[src/rtl/regfile_dump_serializer.sv]
// Streams every architectural register (x0 first, LSB first) to the UART TX byte interface.
// Borrows register-file read port B while busy; x0 is always sent as zero.
module regfile_dump_serializer #(
  parameter int NUM_REGS = 32,
  parameter int ADDR_W   = 5,
  parameter int DATA_W   = 32
) (
  input  logic              clk_i,
  input  logic              reset_i,
  input  logic              start_i,
  output logic              busy_o,
  output logic              rd_req_o,
  output logic [ADDR_W-1:0] rd_addr_o,
  input  logic [DATA_W-1:0] rd_data_i,
  output logic [7:0]        tx_data_o,
  output logic              tx_valid_o,
  input  logic              tx_ready_i,
  output logic              done_o
);

  localparam int NB    = DATA_W / 8;
  localparam int CNT_W = (NB > 1) ? $clog2(NB) : 1;
  localparam logic [CNT_W-1:0]  LAST_BYTE = CNT_W'(NB - 1);
  localparam logic [ADDR_W-1:0] LAST_IDX  = ADDR_W'(NUM_REGS - 1);

  typedef enum logic [2:0] {
    S_IDLE,
    S_READ,
    S_LATCH,
    S_SEND,
    S_DONE
  } state_e;

  state_e              state_q, state_d;
  logic [ADDR_W-1:0]   idx_q, idx_d;
  logic [ADDR_W-1:0]   rd_addr_q, rd_addr_d;
  logic [CNT_W-1:0]    byte_cnt_q, byte_cnt_d;
  logic [DATA_W-1:0]   shreg_q, shreg_d;
  logic                tx_valid_q, tx_valid_d;

  always_ff @(posedge clk_i) begin
    if (reset_i) begin
      state_q    <= S_IDLE;
      idx_q      <= '0;
      rd_addr_q  <= '0;
      byte_cnt_q <= '0;
      shreg_q    <= '0;
      tx_valid_q <= 1'b0;
    end else begin
      state_q    <= state_d;
      idx_q      <= idx_d;
      rd_addr_q  <= rd_addr_d;
      byte_cnt_q <= byte_cnt_d;
      shreg_q    <= shreg_d;
      tx_valid_q <= tx_valid_d;
    end
  end

  always_comb begin
    state_d    = state_q;
    idx_d      = idx_q;
    rd_addr_d  = rd_addr_q;
    byte_cnt_d = byte_cnt_q;
    shreg_d    = shreg_q;
    tx_valid_d = tx_valid_q;
    case (state_q)
      S_IDLE: begin
        if (start_i) begin
          idx_d     = '0;
          rd_addr_d = '0;
          state_d   = S_READ;
        end
      end
      S_READ: state_d = S_LATCH;
      S_LATCH: begin
        // x0 reads as zero regardless of what the BRAM word holds
        shreg_d    = (idx_q == '0) ? '0 : rd_data_i;
        byte_cnt_d = '0;
        tx_valid_d = 1'b1;
        state_d    = S_SEND;
      end
      S_SEND: begin
        if (tx_valid_q && tx_ready_i) begin
          shreg_d    = shreg_q >> 8;
          byte_cnt_d = byte_cnt_q + 1'b1;
          if (byte_cnt_q == LAST_BYTE) begin
            tx_valid_d = 1'b0;
            if (idx_q == LAST_IDX) begin
              state_d = S_DONE;
            end else begin
              idx_d     = idx_q + 1'b1;
              rd_addr_d = idx_q + 1'b1;
              state_d   = S_READ;
            end
          end
        end
      end
      S_DONE:  state_d = S_IDLE;
      default: state_d = S_IDLE;
    endcase
  end

  assign busy_o     = (state_q == S_READ) || (state_q == S_LATCH) || (state_q == S_SEND);
  assign rd_req_o   = busy_o;
  assign rd_addr_o  = rd_addr_q;
  assign tx_data_o  = shreg_q[7:0];
  assign tx_valid_o = tx_valid_q;
  assign done_o     = (state_q == S_DONE);

endmodule
[config.mk]
export PLATFORM = sky130hd
export DESIGN_NAME = regfile_dump_serializer
export DESIGN_NICKNAME = d
export VERILOG_FILES = /design/src/rtl/regfile_dump_serializer.sv
export SDC_FILE = /design/constraint.sdc
export NUM_CORES = 1
export LEC_CHECK = 0
export BUFFER_PORTS_ARGS = -buffer_cell sky130_fd_sc_hd__buf_4
export CAP_MARGIN = 10
export CORE_ASPECT_RATIO = 0.8
export CORE_MARGIN = 1
export CORE_UTILIZATION = 48
export DETAILED_ROUTE_END_ITERATION = 10
export MAX_ROUTING_LAYER = met4
export PLACE_DENSITY = 0.74
export SYNTH_ARGS = -nofsm -noshare
export SYNTH_HDL_FRONTEND = slang
export SYNTH_SLANG_ARGS = --single-unit
[constraint.sdc]
create_clock -name clk_i -period 2.3 [get_ports clk_i]
set_clock_uncertainty 0.05 [all_clocks]
set_input_delay 0.115 -clock clk_i [delete_from_list [all_inputs] [get_ports clk_i]]
set_output_delay 0.115 -clock clk_i [all_outputs]
set_load 0.05 [all_outputs]
==> impl_metrics.env <==
export IMPL_drc=0
export IMPL_cts_setup_buffers=0
export IMPL_synth_compound_area_frac=0.196
export IMPL_via_count=1727
export IMPL_final_setup_viol_count=0
export IMPL_muxShareOfSynthArea=0
export IMPL_clk_latency_ns=0.30
export IMPL_synth_seq_cells=43
export IMPL_stdcell_area_mm2=0.00237
export IMPL_placed_cell_area_mm2=0.00224
export IMPL_crit_path_end_kind="register"
export IMPL_grt_busiest_layer="met2"
export IMPL_drive_above_1_share=0.270
export IMPL_vias_per_cell=5.55
export IMPL_pwr_share_comb=0.184
export IMPL_use_met3=0.0873
export IMPL_path_clk_slew_ns=0.08
export IMPL_path_max_fanout=5
export IMPL_r2r_start="rd_addr_o[1]"
export IMPL_io_pins=53
export IMPL_p_leak_nw=0.965
export IMPL_dr_pass1_iters=4
export IMPL_p_clk_frac=0.349
export IMPL_synth_flop_cell="dfxtp_1"
export IMPL_synth_top_family_by_area="simple AND/OR/NAND/NOR gates"
export IMPL_tritoncts="built"
export IMPL_pwr_share_seq=0.466
export IMPL_synth_simple_area_share=0.240
export IMPL_synthCells=218
export IMPL_grt_max_degree=45
export IMPL_fillers=371
export IMPL_clock_root_buffer="clkbuf_8"
export IMPL_area_growth_pct=23.9
export IMPL_grt_pass1_vias=1516
export IMPL_ys_async_sr_fraction=0
export IMPL_synth_area_per_cell_um2=8.76
export IMPL_cts_made_buffers=5
export IMPL_grt_util_met2=0.330
export IMPL_tns_ns=0
export IMPL_crit_type="reg2reg"
export IMPL_cts_resized=0
export IMPL_cts_sink_count=43
export IMPL_routed_wl_um=4240
export IMPL_crit_path_start="rd_addr_o[1]"
export IMPL_seq_area_frac_synth=0.451
export IMPL_layout_cells_non_filler=311
export IMPL_avgRoutedWirePerCell_um=13.6
export IMPL_htreeDepth=2
export IMPL_nNetsFinal=295
export IMPL_io_buffers=52
export IMPL_max_cap_violations=0
export IMPL_dieArea_mm2=0.00424
export IMPL_numPlacedInstances=303
export IMPL_place_congestion=0.854
export IMPL_syn_num_nets=258
export IMPL_synth_cell_type_count=33
export IMPL_finalCritPeriodShare=0.944
export IMPL_status="finished, final reports clean"
export IMPL_finalCriticalPeriod_ns=2.17
export IMPL_synth_area_mm2=0.00191
export IMPL_p_int_w=0.00127
export IMPL_synthXorXnorAreaFrac=0
export IMPL_grt_pass1_wl_um=7020
export IMPL_final_common_cell="buf_4"
export IMPL_holdWs_ns=0.0134
export IMPL_die_h_um=58.4
export IMPL_final_cell_mix="56 x buf_4, 43 x dfxtp_1, 38 x nor2_1"
export IMPL_synth_edff_count=0
export IMPL_synth_adder_area_share=0.0262
export IMPL_post_dp_hpwl_um=2700
export IMPL_rsz0062_at_grt="no"
export IMPL_hold_violations=0
export IMPL_ctsHoldBuffers=0
export IMPL_overflow=0
export IMPL_slew_headroom=0.619
export IMPL_cp_data_required_time_ns=2.48
export IMPL_fmax_mhz=461
export IMPL_multi_input_area_um2=888
export IMPL_register_area_um2=861
export IMPL_drv_slew=0
export IMPL_vdd_drop_max_uv=353
export IMPL_switching_share=0.276
export IMPL_start_util=0.502
export IMPL_worst_pin_slew_ns=0.571
export IMPL_grt_met1_usage=0.281
export IMPL_first_iter_violations=193
export IMPL_diodes=0
export IMPL_p_sw_w=0.000484
export IMPL_drtAntennaViolNets=0
export IMPL_dieWidth_um=72.5
export IMPL_hp_start="rd_data_i[30]"
export IMPL_fp_row_count=20
export IMPL_synth_warnings=0
export IMPL_clockBufferDepth=2
export IMPL_grt_usage=0.223
export IMPL_worstPathArrival_ns=2.35
export IMPL_hp_class="in2reg"
export IMPL_core_area_mm2=0.00380
export IMPL_antenna_found_initial=0
export IMPL_critPathLaunchType="register"
export IMPL_power_density_mw_per_mm2=740
per-stage QoR:
step            util  total power, W  setup WS, ns
2_1_floorplan      -         0.00107        0.0263
3_3_place_gp   0.590         0.00116         0.223
3_5_place_dp   0.590         0.00116         0.186
4_1_cts        0.621         0.00177         0.164
5_1_grt        0.622         0.00184        0.0734
6_report       0.622         0.00175         0.130
state kept, by name, summed over array words and instances, names as in the netlist:
name	cells
shreg_q	32
tx_valid_o	1
state_q	3
byte_cnt_q	2
rd_addr_o	5
power by group through the flow:
stage / Clock, W / Sequential [W] / Combinational (W)
2_1_floorplan: 0 / 0.000832 / 0.000238
3_3_place_gp: 0 / 0.000834 / 0.000322
3_5_place_dp: 0 / 0.000835 / 0.000322
4_1_cts: 0.000625 / 0.000817 / 0.000323
5_1_grt: 0.000661 / 0.000824 / 0.000353
6_report: 0.000612 / 0.000817 / 0.000323
cell families (layout without fill, tap and decap cells):
kind of cell / Yosys count / after routing
buffers and inverters: 29 / 67
flip-flops: 43 / 43
adder cells (fa/ha/maj): 4 / 4
AND/OR/NAND/NOR: 94 / 94
AO/OA/AOI/OAI: 48 / 48
worst max-delay path: stages, from the launching register on:
cell,delay [ns]
dfxtp_1,0.36
ha_1,0.20
and3_1,0.18
ha_1,0.22
or3_1,0.34
or3_1,0.35
or3_1,0.32
o21ai_0,0.08
Yosys cell counts (all sizes together) (2+ instances only):
library cell / number / area, µm²
nor4: 2 / 12.5
ha: 4 / 50.1
or3: 6 / 37.5
nor3: 26 / 135
a21oi: 6 / 33.8
nand2: 6 / 22.5
nand3: 5 / 25.0
clkbuf: 5 / 18.8
o21ai: 4 / 20.0
buf: 21 / 136
a221oi: 24 / 210
a22oi: 9 / 67.6
nor2: 39 / 149
nand2b: 3 / 18.8
inv: 3 / 11.3
dfxtp: 43 / 861
cell type report:
cell class / count / area share
multi-input cells: 146 / 0.375
flip-flops and latches: 43 / 0.364
repair buffers: 56 / 0.178
clock buffers: 6 / 0.0349
well taps: 55 / 0.0291
clock inverters: 2 / 0.0148
inverters: 3 / 0.00476
per-layer routing:
metal / vias up / wire, µm
met5: - / 0
met4: 0 / 15
met3: 2 / 342
met2: 56 / 1880
met1: 801 / 2010
li1: 868 / -
final timing paths:
check	cells past startpoint	slack, ns	end
max	7	0.13	rd_addr_o[2]
min	3	0.01	shreg_q[30]
max reg2reg	7	0.13	rd_addr_o[2]
min reg2reg	2	0.44	shreg_q[18]
(Power assumes the default switching activity.)
